[config.mk]
export PLATFORM = sky130hd
export DESIGN_NAME = multi_pwm_controller
export DESIGN_NICKNAME = d
export VERILOG_FILES = /design/src/rtl/multi_pwm_controller.sv
export SDC_FILE = /design/constraint.sdc
export NUM_CORES = 1
export LEC_CHECK = 0
export ABC_AREA = 0
export BUFFER_PORTS_ARGS = -buffer_cell sky130_fd_sc_hd__buf_4
export CORE_MARGIN = 2
export CORE_UTILIZATION = 50
export CTS_CLUSTER_SIZE = 8
export DETAILED_ROUTE_END_ITERATION = 8
export PLACE_DENSITY_LB_ADDON = 0.25
export SETUP_SLACK_MARGIN = 0.5
export SKIP_LAST_GASP = 1
export SYNTH_ARGS = -nofsm -noshare
export SYNTH_HDL_FRONTEND = slang
export SYNTH_SLANG_ARGS = --single-unit
[constraint.sdc]
create_clock -name clk -period 12.7 [get_ports clk]
set_input_delay 3.175 -clock clk [delete_from_list [all_inputs] [get_ports clk]]
set_output_delay 3.175 -clock clk [all_outputs]
set_load 0.01 [all_outputs]
[src/rtl/multi_pwm_controller.sv]
// Multi-channel PWM generator: runtime prescaler, edge/centre-aligned counter, double-buffered duties.
// Optional PWM_PHASE_STAGGER_EN offsets each channel's edge-mode compare to spread switching edges.
module multi_pwm_controller #(
   parameter int NUM_CH     = 16,
   parameter int RES        = 8,
   parameter int PRESCALE_W = 11
) (
   input  logic                      clk,
   input  logic                      rst_n,
   input  logic [PRESCALE_W-1:0]     prescale_div,
   input  logic                      center_mode,
   input  logic [NUM_CH-1:0]         en_out,
   input  logic [NUM_CH-1:0]         en_pwm,
   input  logic                      duty_wr_en,
   input  logic [$clog2(NUM_CH)-1:0] duty_wr_ch,
   input  logic [RES-1:0]            duty_wr_data,
   output logic [NUM_CH-1:0]         out,
   output logic                      period_tick,
   output logic                      pending
);

   localparam logic [RES-1:0] CNT_MAX = '1;

   logic [PRESCALE_W-1:0] pcnt;
   logic [RES-1:0]        cnt;
   logic                  dir_down;
   logic                  mode_center;
   logic                  primed;
   logic [RES-1:0]        shadow [NUM_CH];
   logic [RES-1:0]        active [NUM_CH];
   logic                  tick;
   logic                  boundary;
   logic                  wr_ok;
   logic [NUM_CH-1:0]     cmp;

   // >= lets a divisor lowered mid-count wrap on the very next clock
   assign tick  = (pcnt >= prescale_div);
   assign wr_ok = duty_wr_en && (int'(duty_wr_ch) < NUM_CH);

   // The first tick after reset always opens a period, whatever cnt holds.
   always_comb begin
      boundary = 1'b0;
      if (tick) begin
         if (!primed)
            boundary = 1'b1;
         else if (!mode_center)
            boundary = (cnt == CNT_MAX);
         else
            boundary = dir_down && (cnt == '0);
      end
   end

   always_ff @(posedge clk) begin
      if (!rst_n) begin
         pcnt        <= '0;
         cnt         <= '0;
         dir_down    <= 1'b0;
         mode_center <= 1'b0;
         primed      <= 1'b0;
         period_tick <= 1'b0;
      end else begin
         pcnt        <= tick ? '0 : pcnt + 1'b1;
         period_tick <= boundary;
         if (boundary) begin
            cnt         <= '0;
            dir_down    <= 1'b0;
            mode_center <= center_mode;
            primed      <= 1'b1;
         end else if (tick) begin
            if (!mode_center) begin
               cnt <= cnt + 1'b1;
            end else if (!dir_down) begin
               // top endpoint is held one extra tick before turning down
               if (cnt == CNT_MAX)
                  dir_down <= 1'b1;
               else
                  cnt <= cnt + 1'b1;
            end else begin
               cnt <= cnt - 1'b1;
            end
         end
      end
   end

   always_ff @(posedge clk) begin
      if (!rst_n) begin
         pending <= 1'b0;
         for (int i = 0; i < NUM_CH; i++) begin
            shadow[i] <= '0;
            active[i] <= '0;
         end
      end else begin
         if (boundary) begin
            for (int i = 0; i < NUM_CH; i++)
               active[i] <= shadow[i];
         end
         if (wr_ok)
            shadow[duty_wr_ch] <= duty_wr_data;
         // a write landing on a boundary keeps pending set for the next period
         if (wr_ok)
            pending <= 1'b1;
         else if (boundary)
            pending <= 1'b0;
      end
   end

   for (genvar g = 0; g < NUM_CH; g++) begin : g_ch
      logic [RES-1:0] ref_cnt;
`ifdef PWM_PHASE_STAGGER_EN
      localparam logic [RES-1:0] OFFSET = RES'(g * ((1 << RES) / NUM_CH));
      assign ref_cnt = mode_center ? cnt : cnt + OFFSET;
`else
      assign ref_cnt = cnt;
`endif
      assign cmp[g] = (active[g] == CNT_MAX) || (ref_cnt < active[g]);
   end

   always_ff @(posedge clk) begin
      if (!rst_n)
         out <= '0;
      else
         out <= en_out & (~en_pwm | cmp);
   end

endmodule

Yosys cells after proc, flatten, opt, wreduce, memory -nomap -nowiden. Memories as Yosys holds them, arrays and structs flattened. Index checks and enable logic that the tools add are counted.

Bits in registers: 40. Bits in latches: 0. Bits in writable memories: 256. Memory bits (read-only): 0. Output and inout bits: 18. Word-level logic and storage cells: 128. Memories kept: 2.

Add/subtract/negate cells: 3. $mul: 0. Div/mod/pow operators: 0. Magnitude comparators: 17. Eq/ne operators: 18. Shift-type cells: 0. Mux-type cells: 36. Bitwise logic cells: 20. Reduce and logical (&&, ||, !) cells: 24.

Memory list: active (words 16, bits a word 8, rd ports 16, clocked after memory_dff 0, wr ports 16, RTL line 30) `logic [RES-1:0] active [NUM_CH];`; shadow (words 16, bits a word 8, rd ports 16, clocked after memory_dff 0, wr ports 16, RTL line 29) `logic [RES-1:0] shadow [NUM_CH];`.

Operator list (number): two-way mux 8 bit (20); == test 8 bit (second input constant) (17); less-than comparator 8 bit (16); AND 16 bit (1); logical OR 1 bit (16); NOT 16 bit (1); OR 1 bit (16); OR 16 bit (1); two-way mux 1 bit (15); adder 11 x 1 -> 11 bit (second input constant) (1); greater-or-equal comparator 11 bit (1); adder 8 x 1 -> 8 bit (second input constant) (1); zero test 8 bit (1); OR reduction 8 bit (1); subtractor 8 x 1 -> 8 bit (second input constant) (1); two-way mux 4 bit (1); AND reduction 2 bit (2); OR reduction 2 bit (2); inequality test 3 bit (second input constant) (1); nonzero test 2 bit (1); logical AND 1 bit (1); NOT 1 bit (1).

Longest topological paths before layout. Gate-level depths: netlist (run 1).

Word-level depth: 9. Depth in mapped cells: 10. Gate-level depth less buffers: 8.

Worst setup path before layout (run 1). No wires, ideal clock.

Path type: in2reg. From: in prescale_div[7]. To: mem active[0][0], enable pin. Arrival time: 7713 ps. Data required time: 12176 ps. Setup slack: 4463 ps. Cell stages on the path: 8. Path buffers: 1. Path through: inv_1 -> ha_1 -> and3_1 -> nand3_1 -> o21a_1 -> o21a_1 -> buf_2 -> o21ai_2.

RTL lines: start: declaration (RTL line 10) `input logic [PRESCALE_W-1:0] prescale_div,`; end: declaration (RTL line 30).

==> qor.yml, run 1 <==
die:
  ioPinCount: 77
  die_area_um2: 30500
  die_h_um: 175
  core-area_um2: 28700
  start_util_pct: 50.7
  num_rows: 62
  fp.dieW_um: 175
timing:
  fmax_ghz: 0.187
  skew_ns: 0.0237
  rsz0062_at_grt: "no"
  maxSlewViolCount: 0
  fin_tns_setup_ns: 0
  final_hold_viol_count: 0
  period_share_pct: 42.1
  setup_viol: 0
  fin_hold_ws_ns: 0.478
  slew_headroom_pct: 25.1
  worstMarginPinSlew_ns: 1.11
  fin_crit_ns: 5.34
clock_network:
  clkSlewWorstSetupHoldPaths_ns: 0.05
  worstSkewPairLatency_ns: 0.54
  clock_path_buffers: 3
  cts.root.buffer_cell: "clkbuf_16"
  post_cts_buffers: 0
  cts_max_level: 2
  post_cts_resized: 0
  cts_inserted_buffers: 42
  clock-sinks: 296
  cts_tree: "done"
  holdBufCountCts: 0
logic_synthesis:
  yosysTopAreaCell: "edfxtp_1"
  ys_types: 44
  synth_edf_count: 256
  netlist_area_um2: 14600
  syn_nets: 1401
  ys_seq_area_share_pct: 58.3
  synthCells: 1215
  synth_compound_area_share_pct: 8.91
  synthTopCellsByArea: "edfxtp_1 (53%), and2_1 (11%), ha_1 (11%), dfxtp_1 (5.5%), inv_1 (3.3%)"
  synth_adder_area_share_pct: 10.9
  synthFlopType: "edfxtp_1"
  synth_top_area_share_pct: 52.8
  avgSynthCellArea_um2: 12.0
  ys_seq_elements: 296
  synthMuxAreaShare_pct: 0.137
  synth_top_family_by_area: "simple AND/OR/NAND/NOR gates"
  ys_warn_count: 0
  synth-simple-area-share_pct: 16.6
  async_reset_ff_share_pct: 0
  yosys.area_share.xor_xnor_pct: 0.902
detailed_routing:
  ant_nets: 0
  route.detailed.drc: 0
  dr.pass1.iters: 7
  drt_wl_total_um: 29600
  viasPerCell: 5.26
  num_vias: 9077
  initialDrtViolationCount: 478
  routedWlPerCell_um: 17.1
final_layout:
  finalNetCount: 1500
  regArea_um2: 8490
  layout-drive-gt1-share_pct: 10.2
  multi_input_area_um2: 5470
  fillers: 2337
  final_util_pct: 58.5
  synthToLayoutAreaGrowth_pct: 15.2
  antenna_cells: 0
  stdcell_area_um2: 16800
min_path:
  hp-class: "reg2reg"
  hold_path_end: "pending"
  hp-start: "pending"
  hold_depth: 2
worst_setup_path:
  reg2reg_to: "active[0][1]"
  ff2ff_path_depth: 7
  timing.rr.start: "cnt[0]"
  crit_path_start_kind: "input pin"
  cp_top_family: "buffers and inverters"
  cpMaxStageDelayCell: "buf_4"
  crit_arrival_ns: 5.47
  end_kind: "register"
  path_cells: "buf_4 -> inv_1 -> ha_1 -> and3_1 -> nand3_1 -> o21a_1 -> o21a_1 -> o21ai_4 -> buf_4"
  crit_required_ns: 12.83
  critPathBufInv: 3
  crit_path_max_fanout: 89
  r2r_slack_ns: 9.54
  max_stage_delay_ns: 0.80
  worstSetupPathType: "in2reg"
placed_design:
  port_buffers: 76
  place_area_um2: 15600
  routabilityCongestion: 0.776
  dp_hpwl_um: 18400
global_route:
  met3_usage_pct: 3.72
  antenna_found_initial: 0
  grt.overflow.total: 0
  grt_max_degree: 90
  grt.busiest_layer: "met2"
  grt_pass1_wl_um: 47000
  grt.total_usage_pct: 19.8
  grt_pass1_vias: 9109
  met1_usage_pct: 24.6
  met2_usage_pct: 34.7
job:
  maxCapViolations: 0
power_and_ir_drop:
  power.density_nw_per_um2: 135
  p_leak_nw: 6.87
  peakVddDrop_uv: 91.9
  finalPower_mw: 2.26
run_status:
  outcome: "complete, no violations"
==> worst max path at each step <==
| stage | from | end | cells after the start |
|---|---|---|---|
| CTS | prescale_div[7] | active[0][1] | 9 |
| finish | prescale_div[7] | active[0][1] | 9 |
| global route | prescale_div[7] | active[0][1] | 9 |
| global placement | prescale_div[7] | active[0][22] | 9 |
| detailed placement | prescale_div[7] | active[0][22] | 9 |
| floorplan | prescale_div[7] | active[0][0] | 8 |
==> cells in the mapped netlist (all sizes together), types with 2 or more instances <==
library cell  number
nor4               3
xor2              10
and2             256
nand2             29
a211oi            17
clkbuf            24
a21oi             20
nor3               7
nor2              52
dfxtp             40
and3               4
a21o               5
a21boi            17
xnor2              5
inv              129
o21bai            16
nand2b             8
edfxtp           256
o21a              34
ha               127
mux2i              2
o41ai             16
or3                4
buf                7
o21ai             63
nand3             13
nand4b             3
nand4             36
o211ai             2
==> cell type report <==
type | count | share of cell area, %
well taps | 384 | 2.86
multi-input cells | 759 | 32.6
inverters | 129 | 2.89
repair buffers | 86 | 3.85
clock inverters | 2 | 0.194
clock buffers | 71 | 7.04
flip-flops and latches | 296 | 50.6
==> tightest hold or removal path, stage by stage (launching register included) <==
cell and delay [ns]:
dfxtp_1 0.31, inv_1 0.04, o21ai_0 0.07
==> placed cells by master, fill, tap and decap left out, types with 17 or more instances in the layout <==
cell	instances
and2_1	256
buf_4	86
dfxtp_1	39
clkbuf_16	43
nor2_1	52
edfxtp_1	256
a211oi_1	17
ha_1	127
o21ai_0	62
nand4_1	36
nand2_1	29
clkbuf_1	28
a21boi_0	17
inv_1	129
o21a_1	34
a21oi_1	20
==> metrics by stage <==
stage | setup slack [ns] | std cells
floorplan | 4.46 | 1215
global placement | 6.87 | 1654
detailed placement | 6.83 | 1654
CTS | 7.36 | 1727
global route | 7.18 | 1727
finish | 7.36 | 1727
==> flip-flops by register name, indices dropped and copies added, names as in the netlist <==
register	cells
active	128
shadow	128
out	16
pcnt	11
cnt	8
dir_down	1
mode_center	1
pending	1
period_tick	1
primed	1
==> cells by family after synthesis <==
group           Yosys count
compound gates          197
fa+ha+maj               127
buf+inv                 160
simple gates            418
xor+xnor                 15
flops                   296
mux                       2
==> per-layer routing <==
layer  share of wire [%]  vias to the layer above
li1                    -                     4505
met1                  42                     4253
met2                  49                      242
met3                 6.0                       77
met4                 3.1                        0
met5                   0                        -
==> where the power goes <==
group          switching, mW  leakage (nW)  internal, mW  total (mW)
clock network          0.396         0.577         0.627        1.02
logic                 0.0670          3.42        0.0453       0.112
registers             0.0165          2.86          1.11        1.12
total                  0.480          6.87          1.78        2.26
(Power assumes the default switching activity.)
==> run 2, diff against run 1 <==
==> constraint.sdc (replaced) <==
create_clock -name clk -period 4.8 [get_ports clk]
set_input_delay 1.2 -clock clk [delete_from_list [all_inputs] [get_ports clk]]
set_output_delay 1.2 -clock clk [all_outputs]
set_load 0.01 [all_outputs]
==> run 2 against run 1 <==
  * Sequential cell count did not move
  * Combinational power rose to 2.8 times the previous value
  * Die area did not move
  * Cell count rose by 0.58%
  * Core utilization rose by 0.54 points
  * First-iteration DRC count rose by 18%
  * Via count fell by 0.21%
  * Clock skew rose by 0.0033 ns
  * Largest cell class unchanged
  * Largest power group unchanged
==> qor.yml, run 2 (synthesis results as in run 1) <==
run_status:
  outcome: "complete, no violations"  # unchanged
timing:
  fmax_ghz: 0.320
  rsz0062_at_grt: "no"  # unchanged
  slew_headroom_pct: 26.3  # was 25.1%
  maxSlewViolCount: 0  # unchanged
  final_hold_viol_count: 0  # unchanged
  worstMarginPinSlew_ns: 1.09  # was 1.11 ns
  period_share_pct: 65.1
  setup_viol: 0  # unchanged
  skew_ns: 0.0270  # was 0.0237 ns
  fin_crit_ns: 3.12
  fin_tns_setup_ns: 0  # unchanged
worst_setup_path:
  path_cells: "buf_4 -> inv_8 -> ha_4 -> and3_4 -> nand3_2 -> o21a_1 -> o21a_1 -> o21ai_4 -> buf_12"  # was buf_4 -> inv_1 -> ha_1 -> and3_1 -> nand3_1 -> o21a_1 -> o21a_1 -> o21ai_4 -> buf_4
  path_common_cell: "o21a_1"
  worstSetupPathType: "in2reg"  # unchanged
  end_kind: "register"  # unchanged
  crit_path_start_kind: "input pin"  # unchanged
  crit_arrival_ns: 3.33  # was 5.47 ns
  cpMaxStageDelayCell: "o21ai_4"  # was buf_4
  ff2ff_path_depth: 6  # was 7
  crit_required_ns: 5.01  # was 12.83 ns
  crit_path_max_fanout: 32  # was 89
  max_stage_delay_ns: 0.68  # was 0.80 ns
detailed_routing:
  num_vias: 9058  # was 9077
  route.detailed.drc: 0  # unchanged
  viasPerCell: 5.21  # was 5.26
  routedWlPerCell_um: 16.8  # was 17.1 um
  drt_wl_total_um: 29200  # was 29600 um
  dr.pass1.iters: 5  # was 7
  ant_nets: 0  # unchanged
  initialDrtViolationCount: 564  # was 478
placed_design:
  routabilityCongestion: 0.763  # was 0.776
  dp_hpwl_um: 18500  # was 18400 um
  place_area_um2: 15700  # was 15600 um2
  port_buffers: 76  # unchanged
clock_network:
  cts_inserted_buffers: 42  # unchanged
  clock-sinks: 296  # unchanged
  worstSkewPairLatency_ns: 0.54  # about the same
  holdBufCountCts: 0  # unchanged
  cts_tree: "done"  # unchanged
  clock_path_buffers: 3  # unchanged
  clkSlewWorstSetupHoldPaths_ns: 0.05  # about the same
  cts_max_level: 2  # unchanged
  cts.root.buffer_cell: "clkbuf_16"  # unchanged
  post_cts_buffers: 0  # unchanged
  post_cts_resized: 0  # unchanged
final_layout:
  largest_registers: "active x128, shadow x128, out x16"  # unchanged
  fillers: 2305  # was 2337
  mostFrequentLayoutCells: "and2_1 (256), edfxtp_1 (256), inv_1 (126)"  # was and2_1 (256), edfxtp_1 (256), inv_1 (129)
  layout-drive-gt1-share_pct: 11.2  # was 10.2%
  synthToLayoutAreaGrowth_pct: 16.3  # was 15.2%
  stdcell_area_um2: 16900  # was 16800 um2
  finalNetCount: 1505  # was 1500
die:
  core-area_um2: 28700  # unchanged
  die_area_um2: 30500  # unchanged
  fp.dieW_um: 175  # unchanged
  start_util_pct: 50.7  # unchanged
  ioPinCount: 77  # unchanged
  num_rows: 62  # unchanged
  die_h_um: 175  # unchanged
job:
  maxCapViolations: 0  # unchanged
global_route:
  grt_pass1_vias: 8740  # was 9109
  grt.total_usage_pct: 19.6  # was 19.8%
  grt_pass1_wl_um: 46300  # was 47000 um
  antenna_found_initial: 0  # unchanged
  grt.overflow.total: 0  # unchanged
  grt_max_degree: 82  # was 90
power_and_ir_drop:
  p_leak_nw: 6.90  # was 6.87 nW
  peakVddDrop_uv: 230  # was 91.9 uV
  power.density_nw_per_um2: 353  # was 135 nW/um2
min_path:
  hold_depth: 2  # unchanged
  hp-class: "reg2reg"  # unchanged
[run 2: cell count changes in the layout (fill, tap and decap cells not counted), moves of 2 or more]
cell,previous run,this run
buf_12,0,5
inv_4,0,2
ha_4,0,3
inv_6,0,2
dfxtp_1,39,37
ha_1,127,124
inv_1,129,126
dfxtp_2,1,3
clkbuf_1,28,32
[run 2: per-layer routing]
metal | track usage, % | vias to the layer above | routed length (um)
li1 | - | 4517 | -
met1 | 25.5 | 4233 | 12400
met2 | 33.2 | 246 | 14100
met3 | 3.37 | 62 | 1740
met4 | 6.94 | 0 | 909
met5 | 0 | - | 0
[run 2: critical path, delay by kind of cell]
| family | cells | cell delay [ns] |
|---|---|---|
| compound gates | 3 | 1.18 |
| simple gates | 2 | 0.25 |
| buf+inv | 3 | 0.43 |
| fa+ha+maj | 1 | 0.25 |
[run 2: through the flow]
step / util, % / setup slack, ns / cells / power, mW / hold slack, ns
floorplan: - / 0.00256 / 1215 / 3.18 / 0.441
global placement: 54.8 / 1.14 / 1659 / 3.32 / 0.464
detailed placement: 54.8 / 1.14 / 1659 / 3.34 / 0.466
CTS: 59.0 / 1.66 / 1736 / 6.03 / 0.475
global route: 59.0 / 1.53 / 1736 / 6.20 / 0.503
finish: 59.0 / 1.68 / 1737 / 5.97 / 0.473
[run 2: power breakdown]
part | internal (mW) | switching [mW]
Combinational | 0.130 | 0.182
Sequential | 2.93 | 0.0432
Clock | 1.64 | 1.05
Total | 4.70 | 1.27
[run 2: layout make-up]
cell class	count	area, um2	area share [%]
Sequential cell	296	8490	50.1
Multi-Input combinational cell	759	5520	32.6
Clock buffer	74	1170	6.91
Timing Repair Buffer	91	746	4.40
Inverter	129	497	2.93
Tap cell	384	480	2.84
Clock inverter	3	33.8	0.199
Antenna cell	1	2.50	0.0148
[run 2: path summary, 6_finish.rpt]
check                                      from             to  slack (ns)
worst max-delay path            prescale_div[6]  active[0][31]        1.68
worst min-delay path                     primed         primed        0.47
worst max register to register           cnt[3]  active[0][31]        1.84
worst min register to register           primed         primed        0.47
